### config.mk
export PLATFORM = sky130hd
export DESIGN_NAME = muldiv_unit
export DESIGN_NICKNAME = d
export VERILOG_FILES = /design/src/rtl/muldiv_pkg.sv /design/src/rtl/muldiv_divider.sv /design/src/rtl/muldiv_unit.sv
export SDC_FILE = /design/constraint.sdc
export NUM_CORES = 2
export LEC_CHECK = 0
export CORE_MARGIN = 2
export CORE_UTILIZATION = 50
export CTS_CLUSTER_DIAMETER = 80
export DETAILED_ROUTE_END_ITERATION = 7
export PLACE_DENSITY_LB_ADDON = 0.2
export SLEW_MARGIN = 5
export SYNTH_ARGS = -nofsm -noshare
export SYNTH_HDL_FRONTEND = slang
export SYNTH_SLANG_ARGS = --single-unit
### constraint.sdc
create_clock -name clk -period 13.7 [get_ports clk]
set_input_delay 2.74 -clock clk [delete_from_list [all_inputs] [get_ports clk]]
set_output_delay 2.74 -clock clk [all_outputs]
set_load 0.005 [all_outputs]
### src/rtl/muldiv_pkg.sv
// Shared types and helpers for the multi-cycle RV32M/RV64M multiply/divide unit.
// Optional result cache in muldiv_unit is enabled by defining MULDIV_RESULT_CACHE_EN.
package muldiv_pkg;

  typedef enum logic [2:0] {
    OP_MUL    = 3'b000,
    OP_MULH   = 3'b001,
    OP_MULHSU = 3'b010,
    OP_MULHU  = 3'b011,
    OP_DIV    = 3'b100,
    OP_DIVU   = 3'b101,
    OP_REM    = 3'b110,
    OP_REMU   = 3'b111
  } muldiv_op_e;

  typedef enum logic [1:0] {
    ST_IDLE = 2'b00,
    ST_MUL  = 2'b01,
    ST_DIV  = 2'b10,
    ST_DONE = 2'b11
  } muldiv_state_e;

  // Counter sized for the widest supported XLEN so both RV32 and RV64 fit.
  localparam int XLEN_MAX  = 64;
  localparam int DIV_CNT_W = $clog2(XLEN_MAX + 1);

  function automatic logic is_signed_div(input logic [2:0] op);
    return op[2] & ~op[0];
  endfunction

  // Product signedness class: 2'b01 ss, 2'b10 su, 2'b11 uu (MUL is formed as uu).
  function automatic logic [1:0] mul_class(input logic [2:0] op);
    logic [1:0] cls;
    if (op[1:0] == 2'b00) cls = 2'b11;
    else cls = op[1:0];
    return cls;
  endfunction

endpackage

### src/rtl/muldiv_divider.sv
// Unsigned radix-2 restoring divider: one quotient bit per cycle, done after XLEN iterations.
module muldiv_divider
  import muldiv_pkg::*;
#(
  parameter int XLEN = 32
) (
  input  logic            clk,
  input  logic            rst,
  input  logic            start,
  input  logic            abort,
  input  logic [XLEN-1:0] dividend,
  input  logic [XLEN-1:0] divisor,
  output logic            done,
  output logic [XLEN-1:0] quotient,
  output logic [XLEN-1:0] remainder
);

  logic [DIV_CNT_W-1:0] cnt_r;
  logic                 busy_r;
  logic [XLEN-1:0]      quo_r, rem_r, dvs_r;
  logic [XLEN:0]        shifted_s, diff_s;

  // Trial subtraction; a clear sign bit means the divisor fits.
  always_comb begin
    shifted_s = {rem_r, quo_r[XLEN-1]};
    diff_s    = shifted_s - {1'b0, dvs_r};
    done      = busy_r && (cnt_r == {DIV_CNT_W{1'b0}});
    quotient  = quo_r;
    remainder = rem_r;
  end

  // Iteration state; busy drops on the cycle the result is consumed.
  always_ff @(posedge clk or posedge rst) begin
    if (rst) begin
      busy_r <= 1'b0;
      cnt_r  <= {DIV_CNT_W{1'b0}};
      quo_r  <= {XLEN{1'b0}};
      rem_r  <= {XLEN{1'b0}};
      dvs_r  <= {XLEN{1'b0}};
    end else if (abort) begin
      busy_r <= 1'b0;
      cnt_r  <= {DIV_CNT_W{1'b0}};
    end else if (start) begin
      busy_r <= 1'b1;
      cnt_r  <= DIV_CNT_W'(XLEN);
      quo_r  <= dividend;
      rem_r  <= {XLEN{1'b0}};
      dvs_r  <= divisor;
    end else if (busy_r && (cnt_r != {DIV_CNT_W{1'b0}})) begin
      cnt_r <= cnt_r - DIV_CNT_W'(1);
      if (!diff_s[XLEN]) begin
        rem_r <= diff_s[XLEN-1:0];
        quo_r <= {quo_r[XLEN-2:0], 1'b1};
      end else begin
        rem_r <= shifted_s[XLEN-1:0];
        quo_r <= {quo_r[XLEN-2:0], 1'b0};
      end
    end else if (busy_r) begin
      busy_r <= 1'b0;
    end else begin
      busy_r <= 1'b0;
    end
  end

endmodule

### src/rtl/muldiv_unit.sv
// Multi-cycle RV32M/RV64M execute unit: pipelined multiply, restoring divide, one op in flight.
// Define MULDIV_RESULT_CACHE_EN to add a last-result cache giving one-cycle repeat ops.
module muldiv_unit
  import muldiv_pkg::*;
#(
  parameter int XLEN       = 32,
  parameter int MUL_STAGES = 2,
  parameter int TAG_W      = 5
) (
  input  logic             clk,
  input  logic             rst,
  input  logic             kill,
  input  logic             in_valid,
  output logic             in_ready,
  input  logic [2:0]       in_op,
  input  logic [XLEN-1:0]  in_op1,
  input  logic [XLEN-1:0]  in_op2,
  input  logic [TAG_W-1:0] in_tag,
  output logic             out_valid,
  input  logic             out_ready,
  output logic [XLEN-1:0]  out_result,
  output logic [TAG_W-1:0] out_tag,
  output logic             busy
);

  muldiv_state_e     state_r, state_s;
  muldiv_op_e        op_in_s, op_r;
  logic              accept_s, done_s, fast_s, fast_r, mul_start_s, div_start_s;
  logic              sgn1_s, sgn2_s, sdiv_s, dvd_neg_s, dvs_neg_s, div0_s, ovf_s;
  logic              neg_q_r, neg_r_r, div_done_s, hit_s;
  logic [2*XLEN-1:0] a_ext_s, b_ext_s, prod_s, fin_prod_s, fast_prod_r, hit_prod_s;
  logic [2*XLEN-1:0] pipe_r [MUL_STAGES];
  logic [MUL_STAGES-1:0] pipe_vld_r;
  logic [XLEN-1:0]   dvd_mag_s, dvs_mag_s, spec_q_s, spec_r_s, hit_q_s, hit_r_s;
  logic [XLEN-1:0]   fast_q_r, fast_rm_r, div_q_s, div_r_s, fin_q_s, fin_r_s, res_s;
  logic [TAG_W-1:0]  tag_r;

  // Operand conditioning for both datapaths on the accept cycle.
  always_comb begin
    op_in_s   = muldiv_op_e'(in_op);
    accept_s  = in_valid && (state_r == ST_IDLE) && !kill;
    sgn1_s    = (op_in_s == OP_MULH) || (op_in_s == OP_MULHSU);
    sgn2_s    = (op_in_s == OP_MULH);
    a_ext_s   = {{XLEN{in_op1[XLEN-1] & sgn1_s}}, in_op1};
    b_ext_s   = {{XLEN{in_op2[XLEN-1] & sgn2_s}}, in_op2};
    prod_s    = a_ext_s * b_ext_s;
    sdiv_s    = is_signed_div(in_op);
    dvd_neg_s = sdiv_s & in_op1[XLEN-1];
    dvs_neg_s = sdiv_s & in_op2[XLEN-1];
    dvd_mag_s = dvd_neg_s ? -in_op1 : in_op1;
    dvs_mag_s = dvs_neg_s ? -in_op2 : in_op2;
    div0_s    = (in_op2 == {XLEN{1'b0}});
    ovf_s     = sdiv_s && (in_op1 == {1'b1, {(XLEN-1){1'b0}}}) && (in_op2 == {XLEN{1'b1}});
    if (div0_s) begin
      spec_q_s = {XLEN{1'b1}};
      spec_r_s = in_op1;
    end else begin
      spec_q_s = in_op1;
      spec_r_s = {XLEN{1'b0}};
    end
    fast_s      = in_op[2] ? (div0_s || ovf_s || hit_s) : hit_s;
    mul_start_s = accept_s && !in_op[2] && !fast_s;
    div_start_s = accept_s && in_op[2] && !fast_s;
  end

  // Product pipeline; the valid bits follow the single in-flight multiply.
  always_ff @(posedge clk or posedge rst) begin
    if (rst) begin
      pipe_vld_r <= {MUL_STAGES{1'b0}};
      for (int i = 0; i < MUL_STAGES; i++) pipe_r[i] <= {(2*XLEN){1'b0}};
    end else if (kill) begin
      pipe_vld_r <= {MUL_STAGES{1'b0}};
    end else begin
      pipe_vld_r[0] <= mul_start_s;
      pipe_r[0]     <= prod_s;
      for (int i = 1; i < MUL_STAGES; i++) begin
        pipe_vld_r[i] <= pipe_vld_r[i-1];
        pipe_r[i]     <= pipe_r[i-1];
      end
    end
  end

  muldiv_divider #(.XLEN(XLEN)) u_divider (
    .clk       (clk),
    .rst       (rst),
    .start     (div_start_s),
    .abort     (kill),
    .dividend  (dvd_mag_s),
    .divisor   (dvs_mag_s),
    .done      (div_done_s),
    .quotient  (div_q_s),
    .remainder (div_r_s)
  );

  // Final result selection: fast-path values or the sign-fixed iterative result.
  always_comb begin
    if (fast_r) begin
      fin_prod_s = fast_prod_r;
      fin_q_s    = fast_q_r;
      fin_r_s    = fast_rm_r;
    end else begin
      fin_prod_s = pipe_r[MUL_STAGES-1];
      fin_q_s    = neg_q_r ? -div_q_s : div_q_s;
      fin_r_s    = neg_r_r ? -div_r_s : div_r_s;
    end
    case (op_r)
      OP_MUL:                       res_s = fin_prod_s[XLEN-1:0];
      OP_MULH, OP_MULHSU, OP_MULHU: res_s = fin_prod_s[2*XLEN-1:XLEN];
      OP_DIV, OP_DIVU:              res_s = fin_q_s;
      OP_REM, OP_REMU:              res_s = fin_r_s;
      default:                      res_s = {XLEN{1'b0}};
    endcase
  end

  // Per-operation context captured on accept, and the held output result.
  always_ff @(posedge clk or posedge rst) begin
    if (rst) begin
      op_r        <= OP_MUL;
      tag_r       <= {TAG_W{1'b0}};
      fast_r      <= 1'b0;
      neg_q_r     <= 1'b0;
      neg_r_r     <= 1'b0;
      fast_prod_r <= {(2*XLEN){1'b0}};
      fast_q_r    <= {XLEN{1'b0}};
      fast_rm_r   <= {XLEN{1'b0}};
      out_result  <= {XLEN{1'b0}};
      out_tag     <= {TAG_W{1'b0}};
    end else begin
      if (accept_s) begin
        op_r        <= op_in_s;
        tag_r       <= in_tag;
        fast_r      <= fast_s;
        neg_q_r     <= dvd_neg_s ^ dvs_neg_s;
        neg_r_r     <= dvd_neg_s;
        fast_prod_r <= hit_prod_s;
        fast_q_r    <= hit_s ? hit_q_s : spec_q_s;
        fast_rm_r   <= hit_s ? hit_r_s : spec_r_s;
      end
      if (done_s && !kill) begin
        out_result <= res_s;
        out_tag    <= tag_r;
      end
    end
  end

`ifdef MULDIV_RESULT_CACHE_EN
  logic [XLEN-1:0]   op1_r, op2_r, c_mop1_r, c_mop2_r, c_dop1_r, c_dop2_r, c_q_r, c_r_r;
  logic [2*XLEN-1:0] c_prod_r;
  logic [1:0]        cls_r, c_cls_r;
  logic              c_mvld_r, c_dvld_r, c_dsgn_r, mul_hit_s, div_hit_s;

  // MUL's low half is class-independent, so it may reuse any cached product.
  always_comb begin
    mul_hit_s  = c_mvld_r && (in_op1 == c_mop1_r) && (in_op2 == c_mop2_r) &&
                 ((op_in_s == OP_MUL) || (mul_class(in_op) == c_cls_r));
    div_hit_s  = c_dvld_r && (in_op1 == c_dop1_r) && (in_op2 == c_dop2_r) &&
                 (is_signed_div(in_op) == c_dsgn_r);
    hit_s      = in_op[2] ? div_hit_s : mul_hit_s;
    hit_prod_s = c_prod_r;
    hit_q_s    = c_q_r;
    hit_r_s    = c_r_r;
  end

  // Cache update on every completed op; kill drops both entries.
  always_ff @(posedge clk or posedge rst) begin
    if (rst) begin
      op1_r <= {XLEN{1'b0}}; op2_r <= {XLEN{1'b0}}; cls_r <= 2'b00;
      c_mop1_r <= {XLEN{1'b0}}; c_mop2_r <= {XLEN{1'b0}};
      c_dop1_r <= {XLEN{1'b0}}; c_dop2_r <= {XLEN{1'b0}};
      c_q_r <= {XLEN{1'b0}}; c_r_r <= {XLEN{1'b0}}; c_prod_r <= {(2*XLEN){1'b0}};
      c_cls_r <= 2'b00; c_mvld_r <= 1'b0; c_dvld_r <= 1'b0; c_dsgn_r <= 1'b0;
    end else if (kill) begin
      c_mvld_r <= 1'b0;
      c_dvld_r <= 1'b0;
    end else begin
      if (accept_s) begin
        op1_r <= in_op1;
        op2_r <= in_op2;
        cls_r <= mul_hit_s ? c_cls_r : mul_class(in_op);
      end
      if (done_s && op_r[2]) begin
        c_dvld_r <= 1'b1; c_dop1_r <= op1_r; c_dop2_r <= op2_r;
        c_q_r <= fin_q_s; c_r_r <= fin_r_s; c_dsgn_r <= is_signed_div(op_r);
      end else if (done_s) begin
        c_mvld_r <= 1'b1; c_mop1_r <= op1_r; c_mop2_r <= op2_r;
        c_prod_r <= fin_prod_s; c_cls_r <= cls_r;
      end
    end
  end
`else
  // No cache: every op takes its full latency.
  always_comb begin
    hit_s      = 1'b0;
    hit_prod_s = {(2*XLEN){1'b0}};
    hit_q_s    = {XLEN{1'b0}};
    hit_r_s    = {XLEN{1'b0}};
  end
`endif

  // State register.
  always_ff @(posedge clk or posedge rst) begin
    if (rst) state_r <= ST_IDLE;
    else state_r <= state_s;
  end

  // Next-state logic; kill overrides every transition.
  always_comb begin
    case (state_r)
      ST_MUL:  done_s = fast_r || pipe_vld_r[MUL_STAGES-1];
      ST_DIV:  done_s = fast_r || div_done_s;
      default: done_s = 1'b0;
    endcase
    state_s = state_r;
    if (kill) begin
      state_s = ST_IDLE;
    end else begin
      case (state_r)
        ST_IDLE: begin
          if (accept_s) state_s = in_op[2] ? ST_DIV : ST_MUL;
          else state_s = ST_IDLE;
        end
        ST_MUL, ST_DIV: begin
          if (done_s) state_s = ST_DONE;
          else state_s = state_r;
        end
        ST_DONE: begin
          if (out_ready) state_s = ST_IDLE;
          else state_s = ST_DONE;
        end
        default: state_s = ST_IDLE;
      endcase
    end
  end

  // Handshake outputs decoded from the state register.
  always_comb begin
    in_ready  = (state_r == ST_IDLE);
    out_valid = (state_r == ST_DONE);
    busy      = (state_r != ST_IDLE);
  end

endmodule
==> impl_metrics.csv <==
group,metric,value,unit
logic_synthesis,synthFlopType,"dfrtp_1",
hold_path,hp-class,"register to register",
hold_path,holdPathStages,1,
worst_setup_path,cp.arrival,12.54,ns
worst_setup_path,end_kind,"register",
global_route,grt_max_degree,115,
worst_setup_path,crit_top_cell,"fa_1",
routing,vias_per_cell,5.66,
sta,min_period_over_period,0.883,
sta,max_slew_margin,0.134,
routing,drt-total-wl,181000,um
sta,fmax,0.0826,GHz
clocking,ctsResizeCount,0,
worst_setup_path,crit_type,"primary input to register",
sta,finalSetupViolations,0,
worst_setup_path,cp.depth,30,
routing,drtAntennaViolNets,0,
routing,drtIter0Drc,4046,
placement,gp_congestion,0.969,
sta,hold_violations,0,
logic_synthesis,synthCells,6385,
floorplan,ios,117,
sta,drv_slew,0,
cells_and_area,utilization,0.536,
logic_synthesis,synth-seq-cells,348,
global_route,grt_pass1_wl,280000,um
worst_setup_path,ff2ff_setup_slack,9.19,ns
clocking,cts_tree,"done",
placement,io_buffers,116,
sta,rsz0062_at_grt,"no",
floorplan,dieWidth,342,um
worst_setup_path,cp_slowest_stage_delay,0.88,ns
logic_synthesis,synthMostInstantiatedCell,"inv_1",
clocking,insertion_delay,0.56,ns
worst_setup_path,required,14.14,ns
sta,finalCriticalPeriod,12.10,ns
logic_synthesis,synth_nets,7842,
routing,wl_per_cell,23.3,um
logic_synthesis,syn_area_per_cell,8.93,um2
cells_and_area,n_fill_cell,10430,
flow_run,maxCapViolCount,0,
logic_synthesis,yosys.area.top_type,"fa_1",
routing,first_pass_iters,6,
clocking,numClockSinks,348,
worst_setup_path,crit_slowest_cell,"fa_1",
sta,finalWorstSetupSlack,1.60,ns
cells_and_area,nets,7705,
clocking,clockBufferDepth,3,
logic_synthesis,synth-edff-count,0,
global_route,grt_use_total,0.319,
global_route,grt_pass1_vias,45539,
logic_synthesis,synth_seq_area_share,0.153,
logic_synthesis,async_reset_ff_frac,1.00,
logic_synthesis,synth_top_area_share,0.395,
cells_and_area,syn2layout_area_growth,6.12,%
clocking,holdBufCountCts,0,
clocking,numCtsBuffers,38,
routing,post-route-drc-count,0,
worst_setup_path,start_kind,"primary input",
floorplan,core-area,0.113,mm2
routing,num_vias,44074,
sta,tns,0,ns
floorplan,start_util,0.505,
outcome,status,"completed",
sta,skew,0.0185,ns
logic_synthesis,yosysWarnings,0,
logic_synthesis,synthTopCellsByCount,"inv_1 (1,223), nand2_1 (1,168), fa_1 (1,126)",
worst_setup_path,path_buf_inv,7,
placement,place_ws,1.13,ns
clocking,root_buffer,"clkbuf_16",
placement,dp_hpwl,140000,um
global_route,antenna_found_initial,20,
floorplan,die_y,342,um
clocking,cts_max_level,2,
clocking,post-cts-setup-buffers,0,
floorplan,row_count,123,
global_route,gr-total-overflow,0,
logic_synthesis,synth_cell_types,76,
sta,worst_pin_slew,1.30,ns
worst_setup_path,reg2regPathDepth,15,
cells_and_area,drive_gt1_frac,0.0543,
worst_setup_path,worstPathMaxFanout,10,
logic_synthesis,synth_area_leaders,"fa_1 (40%), dfrtp_1 (15%), inv_1 (8.1%), nand2_1 (7.7%), ha_1 (5.6%)",
floorplan,dieArea,0.117,mm2
worst_setup_path,cp_top_family,"adder cells",
clocking,clkTransAtPathRegs,0.06,ns
logic_synthesis,netlist_area,0.0570,mm2
==> area by class of cell <==
type | instances | area [um2] | area share
multi-input cells | 4413 | 42200 | 0.698
flip-flops and latches | 348 | 8710 | 0.144
inverters | 1224 | 4600 | 0.0761
well taps | 1500 | 1880 | 0.0310
repair buffers | 223 | 1740 | 0.0287
clock buffers | 58 | 1180 | 0.0195
clock inverters | 11 | 110 | 0.00182
diodes | 15 | 37.5 | 0.000620
==> cell families (layout without fill, tap and decap cells) <==
logic type / count (synthesis) / after routing / share of synthesized area
simple gates: 1971 / 1971 / 0.154
mux: 86 / 86 / 0.0168
buf+inv: 1624 / 1516 / 0.108
fa+ha+maj: 1380 / 1380 / 0.451
xor+xnor: 220 / 220 / 0.0338
other cells: 0 / 15 / 0
flops: 348 / 348 / 0.153
compound gates: 756 / 756 / 0.0838
==> placed cells by master (no fill, tap or decap), types with 13 or more instances in the layout <==
| master | instances |
|---|---|
| buf_4 | 106 |
| and3_1 | 23 |
| a222oi_1 | 24 |
| buf_2 | 47 |
| o31ai_1 | 43 |
| dfrtp_1 | 347 |
| nor2_1 | 227 |
| mux2_2 | 78 |
| nand3_1 | 73 |
| xnor2_1 | 94 |
| o21a_1 | 21 |
| nand2_1 | 1168 |
| xor2_1 | 125 |
| a31oi_1 | 41 |
| and2_1 | 303 |
| nor4_1 | 13 |
| nor2b_1 | 21 |
| inv_1 | 1222 |
| a211oi_1 | 16 |
| o21ai_0 | 287 |
| o41ai_1 | 17 |
| o21bai_1 | 14 |
| clkdlybuf4s50_1 | 67 |
| a21oi_1 | 146 |
| ha_1 | 254 |
| nor3_1 | 32 |
| nand2b_1 | 18 |
| clkbuf_16 | 41 |
| fa_1 | 1126 |
| nand4_1 | 20 |
| a21o_1 | 46 |
| or3_1 | 17 |
| diode_2 | 15 |
==> final timing paths <==
kind | from | to
max in group asynchronous | rst | pipe_r[82]
hold reg to reg | pipe_vld_r[0] | pipe_vld_r[1]
min in group asynchronous | rst | out_result[31]
setup reg to reg | u_divider.quotient[31] | u_divider.remainder[2]
hold / removal | pipe_vld_r[0] | pipe_vld_r[1]
setup / recovery | in_op[1] | pipe_r[127]
==> state kept, by name, summed over array words and instances, names as in the netlist, 2 cells and up <==
register,flops
u_divider.cnt_r,7
fast_q_r,32
out_result,32
out_tag,5
u_divider.remainder,32
tag_r,5
fast_rm_r,32
state_r,2
pipe_vld_r,2
u_divider.dvs_r,32
op_r,3
u_divider.quotient,32
pipe_r,128
==> metrics by stage <==
step / cell area, um2 / hold WS (ns) / cells
finish: 60500 / 0.471 / 7792
global route: 60500 / 0.484 / 7785
CTS: 60500 / 0.474 / 7777
detailed placement: 59200 / 0.460 / 7708
global placement: 59200 / 0.441 / 7708
floorplan: 57000 / 0.439 / 6385
==> routing by layer <==
metal	up-vias	GRT usage	wire length, um
met5	-	0	24
met4	4	0.120	7490
met3	360	0.0572	16500
met2	2047	0.497	82000
met1	22535	0.446	75400
li1	19128	-	-
Power is not shown: default switching activity piles up to over one toggle a cycle in this logic, so the estimate is an artifact.
